<file path="src/rtl/compound_msg_arbiter.sv">
// compound_msg_arbiter: round-robin arbiter over NUM_CH sync/notify producers.
// The y bit marks a message as urgent. Winners go into a DEPTH-entry
// first-word-fall-through FIFO, tagged with their source channel.
module compound_msg_arbiter #(
    parameter int unsigned NUM_CH = 4,
    parameter int unsigned DATA_W = 32,
    parameter int unsigned DEPTH  = 4,
    localparam int unsigned MSG_W = DATA_W + 2,
    localparam int unsigned CH_W  = (NUM_CH > 1) ? $clog2(NUM_CH) : 1,
    localparam int unsigned LVL_W = $clog2(DEPTH + 1),
    localparam int unsigned PTR_W = $clog2(DEPTH)
) (
    input  logic                    clk,
    input  logic                    rst,
    input  logic [NUM_CH*MSG_W-1:0] in_data,
    input  logic [NUM_CH-1:0]       in_sync,
    output logic [NUM_CH-1:0]       in_notify,
    output logic [MSG_W-1:0]        out_data,
    output logic [CH_W-1:0]         out_ch,
    input  logic                    out_sync,
    output logic                    out_notify,
    output logic [LVL_W-1:0]        level
);

    logic [MSG_W-1:0]    mem_data [DEPTH];
    logic [CH_W-1:0]     mem_ch   [DEPTH];
    logic [PTR_W-1:0]    wr_ptr, rd_ptr;
    logic [CH_W-1:0]     rr_ptr;
    logic [NUM_CH-1:0]   urgent, cand;
    logic [2*NUM_CH-1:0] rot;
    logic [CH_W-1:0]     offset, grant;
    logic [CH_W:0]       gsum;
    logic                found, full, push, pop;

    assign full       = (level == LVL_W'(DEPTH));
    assign out_notify = (level != '0);
    assign pop        = out_notify && out_sync;

    // Pick the first candidate at or after rr_ptr; urgent requests mask all others.
    always_comb begin
        urgent = '0;
        for (int i = 0; i < int'(NUM_CH); i++) begin
            urgent[i] = in_data[i*MSG_W];
        end
        cand   = (|(in_sync & urgent)) ? (in_sync & urgent) : in_sync;
        rot    = {cand, cand} >> rr_ptr;
        found  = 1'b0;
        offset = '0;
        for (int k = 0; k < int'(NUM_CH); k++) begin
            if (!found && rot[k]) begin
                found  = 1'b1;
                offset = CH_W'(k);
            end
        end
        gsum  = {1'b0, rr_ptr} + {1'b0, offset};
        grant = (gsum >= (CH_W+1)'(NUM_CH)) ? CH_W'(gsum - (CH_W+1)'(NUM_CH)) : CH_W'(gsum);
        push  = found && !full && !rst;
        in_notify = push ? (NUM_CH'(1) << grant) : '0;
    end

    // Head of the FIFO is shown only while it holds something.
    always_comb begin
        out_data = '0;
        out_ch   = '0;
        if (out_notify) begin
            out_data = mem_data[rd_ptr];
            out_ch   = mem_ch[rd_ptr];
        end
    end

    // Storage array; contents are meaningless until written, so no reset.
    always_ff @(posedge clk) begin
        if (push) begin
            mem_data[wr_ptr] <= in_data[grant*MSG_W +: MSG_W];
            mem_ch[wr_ptr]   <= grant;
        end
    end

    // Pointers, occupancy and round-robin state.
    always_ff @(posedge clk or posedge rst) begin
        if (rst) begin
            wr_ptr <= '0;
            rd_ptr <= '0;
            level  <= '0;
            rr_ptr <= '0;
        end else begin
            if (push) begin
                wr_ptr <= wr_ptr + 1'b1;
                rr_ptr <= (grant == CH_W'(NUM_CH - 1)) ? '0 : grant + 1'b1;
            end
            if (pop) begin
                rd_ptr <= rd_ptr + 1'b1;
            end
            if (push && !pop) begin
                level <= level + 1'b1;
            end else if (pop && !push) begin
                level <= level - 1'b1;
            end
        end
    end

    a_onehot_grant: assert property (@(posedge clk) disable iff (rst) $onehot0(in_notify));
    a_level_bound:  assert property (@(posedge clk) disable iff (rst) level <= LVL_W'(DEPTH));
    a_notify_level: assert property (@(posedge clk) disable iff (rst) out_notify == (level != '0));
    a_no_grant_full: assert property (@(posedge clk) disable iff (rst) full |-> (in_notify == '0));

endmodule

</file>
<file path="config.mk">
export PLATFORM = sky130hd
export DESIGN_NAME = compound_msg_arbiter
export DESIGN_NICKNAME = d
export VERILOG_FILES = /design/src/rtl/compound_msg_arbiter.sv
export SDC_FILE = /design/constraint.sdc
export NUM_CORES = 1
export LEC_CHECK = 0
export ABC_CLOCK_PERIOD_IN_PS = 15750
export CAP_MARGIN = 30
export CORE_MARGIN = 2
export CORE_UTILIZATION = 40
export DETAILED_ROUTE_END_ITERATION = 6
export GPL_ROUTABILITY_DRIVEN = 1
export PLACE_DENSITY = 0.68
export SLEW_MARGIN = 40
export SYNTH_ARGS = -nofsm -noshare
export SYNTH_HDL_FRONTEND = slang
export SYNTH_SLANG_ARGS = --single-unit
</file>
<file path="constraint.sdc">
create_clock -name clk -period 15.75 [get_ports clk]
set_clock_uncertainty 0.1 [all_clocks]
set_input_delay 3.9375 -clock clk [delete_from_list [all_inputs] [get_ports clk]]
set_output_delay 3.9375 -clock clk [all_outputs]
set_load 0.01 [all_outputs]
</file>
Yosys cells after proc, flatten, opt, wreduce, memory -nomap -nowiden
Memories as Yosys holds them, arrays and structs flattened.
Cells that the tools add are included.
{"block": "word_totals", "in_bits": 143, "n_memories": 2, "reg_bits": 9, "output_inout_bits": 44, "mem_bits_rw": 144, "wordCells": 56}
{"block": "classes", "shift": 3, "n_reduce_logical": 18, "mul": 1, "n_eq_ne": 2, "add_sub_neg": 7, "order_cmp": 1, "mux": 17, "bitwise_logic": 1}
{"memory": "mem_data", "depth": 4, "word_bits": 34, "read_ports": 1, "rd_clocked_by_memory_dff": 0, "write_ports": 1, "line_no": "25", "text": "logic [MSG_W-1:0] mem_data [DEPTH];"}
{"memory": "mem_ch", "depth": 4, "word_bits": 2, "read_ports": 1, "rd_clocked_by_memory_dff": 0, "write_ports": 1, "line_no": "26", "text": "logic [CH_W-1:0] mem_ch [DEPTH];"}
{"op": "136-bit by 9-bit variable part select with 34-bit output", "n": 1}
{"op": "34-bit 2-to-1 mux", "n": 1}
{"op": "2-bit 2-to-1 mux", "n": 5}
{"op": "1-bit logical AND", "n": 8}
{"op": "4-bit 2-to-1 mux", "n": 2}
{"op": "8-bit by 2-bit right shift with 4-bit output", "n": 1}
{"op": "1-bit logical NOT", "n": 7}
{"op": "2-bit by 5-bit multiplier with 7-bit output (second input constant)", "n": 1}
{"op": "1-bit 2-to-1 mux", "n": 7}
{"op": "2-bit by 1-bit adder with 2-bit output (second input constant)", "n": 3}
{"op": "3-bit 2-to-1 mux", "n": 2}
{"op": "4-bit AND", "n": 1}
{"op": "4-bit OR reduction", "n": 1}
{"op": "1-bit by 2-bit << shifter with 4-bit output (first input constant)", "n": 1}
{"op": "2-bit by 2-bit adder with 3-bit output", "n": 1}
{"op": "3-bit by 1-bit adder with 3-bit output (second input constant)", "n": 1}
{"op": "3-bit equality test (second input constant)", "n": 1}
{"op": "3-bit greater-or-equal comparator (second input constant)", "n": 1}
{"op": "3-bit nonzero test", "n": 1}
{"op": "3-bit by 1-bit subtractor with 3-bit output (second input constant)", "n": 1}
{"op": "2-bit equality test (second input constant)", "n": 1}
{"op": "2-bit nonzero test", "n": 1}
{"op": "2-bit by 1-bit subtractor with 2-bit output (second input constant)", "n": 1}

Depth between registers and ports, before layout
{"block": "logic_depth", "word_depth": 20, "ltp_mapped": 15, "ltp_nobuf": 14}

Worst setup path after synthesis
No wires, ideal clock.
{"block": "synth_timing", "path_type": "input to output", "startpoint": "input in_data[0]", "endpoint": "output in_notify[0]", "required_ns": 11.713, "path_slack_ns": 5.255, "cell_stages": 11, "path_buffers": 2, "arrival_time_ns": 6.458, "path_cell_list": "a222oi_1 > o21a_2 > o311ai_0 > o21ai_0 > nand3_1 > ha_1 > clkbuf_1 > clkbuf_1 > inv_1 > ha_1 > and2_1"}
{"block": "synth_between", "elab_chain_len": 19, "elab_cells_between_ends": 25, "cone_classes": "add/sub: 2; order compare: 1; shift: 2; mux: 10; bitwise: 1; reduce/logical: 9"}
{"item": "start: declaration", "line_no": "15", "text": "input logic [NUM_CH*MSG_W-1:0] in_data,"}
{"item": "4-bit AND *", "line_no": "45", "text": "cand = (|(in_sync & urgent)) ? (in_sync & urgent) : in_sync;"}
{"item": "4-bit OR reduction", "line_no": "45"}
{"item": "4-bit 2-to-1 mux *", "line_no": "45"}
{"item": "8-bit by 2-bit right shift with 4-bit output *", "line_no": "46", "text": "rot = {cand, cand} >> rr_ptr;"}
{"item": "1-bit 2-to-1 mux", "line_no": "50", "text": "if (!found && rot[k]) begin"}
{"item": "1-bit logical NOT", "line_no": "50"}
{"item": "1-bit logical AND", "line_no": "50"}
{"item": "1-bit 2-to-1 mux", "line_no": "50"}
{"item": "[... 4 more ...]"}
{"item": "1-bit logical AND", "line_no": "50"}
{"item": "2-bit 2-to-1 mux *", "line_no": "50"}
{"item": "2-bit by 2-bit adder with 3-bit output *", "line_no": "55", "text": "gsum = {1'b0, rr_ptr} + {1'b0, offset};"}
{"item": "3-bit greater-or-equal comparator / 2-bit by 1-bit subtractor with 2-bit output (equally long branches)", "line_no": "56", "text": "grant = (gsum >= (CH_W+1)'(NUM_CH)) ? CH_W'(gsum - (CH_W+1)'(NUM_CH)) : CH_W'(gsum);"}
{"item": "2-bit 2-to-1 mux *", "line_no": "56"}
{"item": "net grant[0]", "line_no": "31", "text": "logic [CH_W-1:0] offset, grant;"}
{"item": "1-bit by 2-bit << shifter with 4-bit output *", "line_no": "58", "text": "in_notify = push ? (NUM_CH'(1) << grant) : '0;"}
{"item": "4-bit 2-to-1 mux *", "line_no": "58"}
{"item": "end: declaration", "line_no": "17", "text": "output logic [NUM_CH-1:0] in_notify,"}
Mark *: on every way through the listed nets, which the timed path passes. The rest lies on a longest branch.

Worst setup path after layout
{"block": "layout_timing", "startpoint": "input in_sync[2]", "endpoint": "output in_notify[1]"}
{"block": "layout_between", "elab_chain_len": 19, "elab_cells_between_ends": 25, "cone_classes": "add/sub: 2; order compare: 1; shift: 2; mux: 10; bitwise: 1; reduce/logical: 9"}
{"item": "start: declaration", "line_no": "16", "text": "input logic [NUM_CH-1:0] in_sync,"}
{"item": "4-bit AND", "line_no": "45"}
{"item": "4-bit OR reduction", "line_no": "45"}
{"item": "4-bit 2-to-1 mux *", "line_no": "45"}
{"item": "8-bit by 2-bit right shift with 4-bit output *", "line_no": "46"}
{"item": "1-bit 2-to-1 mux", "line_no": "50"}
{"item": "1-bit logical NOT", "line_no": "50"}
{"item": "1-bit logical AND", "line_no": "50"}
{"item": "1-bit 2-to-1 mux", "line_no": "50"}
{"item": "[... 3 more ...]"}
{"item": "1-bit logical NOT", "line_no": "50"}
{"item": "1-bit logical AND", "line_no": "50"}
{"item": "2-bit 2-to-1 mux", "line_no": "50"}
{"item": "2-bit by 2-bit adder with 3-bit output", "line_no": "55"}
{"item": "3-bit greater-or-equal comparator / 2-bit by 1-bit subtractor with 2-bit output (equally long branches)", "line_no": "56"}
{"item": "2-bit 2-to-1 mux", "line_no": "56"}
{"item": "1-bit by 2-bit << shifter with 4-bit output", "line_no": "58"}
{"item": "4-bit 2-to-1 mux *", "line_no": "58"}
Every way passes the cells marked *; elsewhere a longest branch is shown, timed or not.

==> summary.md <==
| Metric | Value |
|---|---|
| Status | completed |
| Critical path class | in2out |
| Total power | ~2.3 mW |
| CP delay by family, top | buffers and inverters |
| Main synth FF type | edfxtp_1 |
| Tmin final | 11610 ps |
| WP data arrival | between 7000 and 8000 ps |
| Largest net degree at the start of global routing | 40 |
| WP buf/inv | 3 |
| Critical Path Max Stage Delay | between 600 and 700 ps |
| Yosys reg bits | 153 |
| Post-route ant nets | 0 |
| Synth warn | 0 |
| CTS tree | yes |
| Resized Gates After CTS | 0 |
| # nets final | roughly 700 |
| Cts hold-fix bufs | 0 |
| Initial Util | 0.410 |
| Latest clock arrival within the worst-skew pair | around 410 ps |
| # Post-CTS Setup Buffers | 0 |
| Syn nets | ~520 |
| I/O pin count | roughly 190 |
| Crit share post-route | 0.737 |
| Sequential fraction of the synthesis area | 0.641 |
| Routed len/inst | ~19 um |
| GRT Total Usage | 0.172 |
| Cell mode on critical path | clkdlybuf4s50_1 |
| CP startpoint kind | primary input |
| Die X | roughly 140 um |
| Clk slew on worst S/H paths | 60 ps |
| Critical path, cell by cell | clkdlybuf4s50_1 -> nand2_1 -> a41o_1 -> nor2_1 -> or4_1 -> nand3_1 -> ha_2 -> xor2_1 -> xnor2_4 -> inv_1 -> ha_1 -> and2_1 -> clkdlybuf4s50_1 |
| Total global routing overflow | 0 |
| CTS Buf Count | 17 |
| First-pass GRT wire length | approximately 24000 um |
| CTS H-tree depth | 4 |
| Antenna violations before repair | 0 |
| Setup WS post-layout | about 4100 ps |
| Num Clock Sinks | roughly 150 |
| Mapped Area | 7100 um2 |
| Distinct cells, synth | 36 |
| Synth async-reset ratio | 0.0588 |
| Core Area | about 17000 um2 |
| Routed WL | 15300 um |
| Post-synth top area cell | edfxtp_1 |
| Row cnt | 48 |
| Setup TNS | 0 ps |
| Critical path fanouts, max | 22 |
| Post-synth EDFFs | roughly 140 |
| HP Class | reg2reg |
| Dpl ws | between 4000 and 5000 ps |
| Routability cong. | 0.735 |
| Vias in the first global route | between 4k and 5k |
| Reg2reg setup slack | ~12000 ps |
| P_leak | 3.27 nW |
| Port Buffers | around 190 |
| CTS Buffer Depth | 2 |
| Max-cap viol count | 0 |
| Syn avg cell area | around 20 um2 |
| Max stage delay cell, worst path | xnor2_4 |
| Antenna Cells | 0 |
| Vias | 4115 |
| Worst setup EP type | output pin |
| Final count of hold timing violations | 0 |
| Final setup fails | 0 |
| Vias/cell | around 5.2 |
| Worst vdd ir | ~180 uV |
| Die Y | roughly 140 um |
| Synth top area cells | edfxtp_1 (61%), mux4_2 (21%), and2_1 (4.1%) |
| Tightest Pin Transition | slightly above 800 ps |
| Synth top area share | 0.609 |
| Post-layout util | 0.564 |
| Share of cells above drive strength 1 | 0.202 |
| Area grow syn2layout | 37.4% |
| Fmax achieved | between 0.08 and 0.09 GHz |
| Root Buffer | clkbuf_16 |
| Pwr per Cell Area | roughly 230 nW/um2 |
| RSZ-0062 raised after global routing | false |
| Slew headroom | 0.464 |
| Die ar. | between 15000 and 20000 um2 |
| DR iter-0 viols | ~170 |
| Post-DP HPWL | approximately 10000 um |
| TritonRoute pass-1 iters | 4 |
| Fin. max-slew vios | 0 |
| Crit path required time | between 10000 and 15000 ps |
| # DRC | 0 |
| Mapped Cells | about 360 |
## registers in the layout, indices dropped and copies added, names as in the netlist
name      flops
mem_data    136
mem_ch        8
level         3
rd_ptr        2
rr_ptr        2
wr_ptr        2
## kinds of logic (layout without fill, tap and decap cells)
group,after synthesis,after routing,share of synthesized area
AOI/OAI and AO/OA,20,20,0.0252
xor gates and xnor gates,8,8,0.0125
adders and majority gates,11,11,0.0205
buffers and inverters,29,230,0.0189
DFF,153,153,0.641
muxes,72,72,0.227
and+or+nand+nor,69,69,0.0550
## power breakdown
| group | switching [mW] | internal (mW) | leakage (nW) | total (mW) |
|---|---|---|---|---|
| Combinational | 0.498 | 0.575 | 1.58 | 1.07 |
| Sequential | 0.0696 | 0.735 | 1.42 | 0.805 |
| Clock | 0.150 | 0.231 | 0.270 | 0.381 |
| Total | 0.717 | 1.54 | 3.27 | 2.26 |
## layer usage
layer  share of wire  track usage  vias up
met2            0.54        0.311      124
met3           0.063       0.0456        7
met5               0            0        -
met1            0.39        0.200     2113
met4          0.0048       0.0544        0
li1                -            -     1871
## layout by cell type (no fill, tap or decap), types with 2 or more instances in the layout
| master | Yosys | final |
|---|---|---|
| clkdlybuf4s50_1 | 0 | 186 |
| edfxtp_1 | 144 | 144 |
| mux4_2 | 67 | 67 |
| and2_1 | 47 | 43 |
| clkbuf_16 | 0 | 17 |
| nand2_1 | 9 | 9 |
| ha_1 | 10 | 9 |
| nor2_1 | 7 | 7 |
| inv_1 | 7 | 7 |
| dfrtp_1 | 9 | 7 |
| o21ai_0 | 5 | 5 |
| buf_4 | 0 | 5 |
| xnor2_1 | 4 | 4 |
| and2_4 | 0 | 4 |
| clkinv_1 | 0 | 4 |
| a41o_1 | 3 | 3 |
| xor2_1 | 3 | 3 |
| mux4_1 | 3 | 3 |
| nand3_1 | 3 | 3 |
| clkinv_2 | 0 | 3 |
| mux2_2 | 2 | 2 |
| clkinvlp_4 | 0 | 2 |
| bufinv_16 | 0 | 2 |
| clkinv_4 | 0 | 2 |
## metrics by stage
stage	hold WS [ps]	cell area, um2	std cells
after global placement	427	9180	756
after CTS	428	9750	788
final	429	9750	788
after detailed placement	411	9190	756
after global routing	480	9750	788
after floorplan	433	7100	362
## synth_stat cells (4+ instances only)
library cell / n
nor2_1: 7
xnor2_1: 4
dfrtp_1: 9
edfxtp_1: 144
ha_1: 10
mux4_2: 67
nand2_1: 9
clkbuf_1: 15
inv_1: 7
and2_1: 47
o21ai_0: 5
## cell type report
class / count / area (um2)
clock buffer: 18 / 429
clock inverter: 14 / 131
fill: 1325 / 7550
inverter: 7 / 26.3
multi-input combinational: 180 / 2430
sequential: 153 / 4550
tap: 225 / 282
timing repair buffer: 191 / 1900
## path summary, 6_finish.rpt
path                            cells after the start  startpoint        endpoint
worst max register to register                      7   rr_ptr[0]  mem_data[1][0]
worst min-delay path                                1    level[2]        level[2]
min in group asynchronous                           2         rst        level[2]
max in group asynchronous                           2         rst       rd_ptr[1]
worst max-delay path                               13  in_sync[2]    in_notify[1]
worst min register to register                      1    level[2]        level[2]
Note: power is estimated with default switching activity, not from simulation.
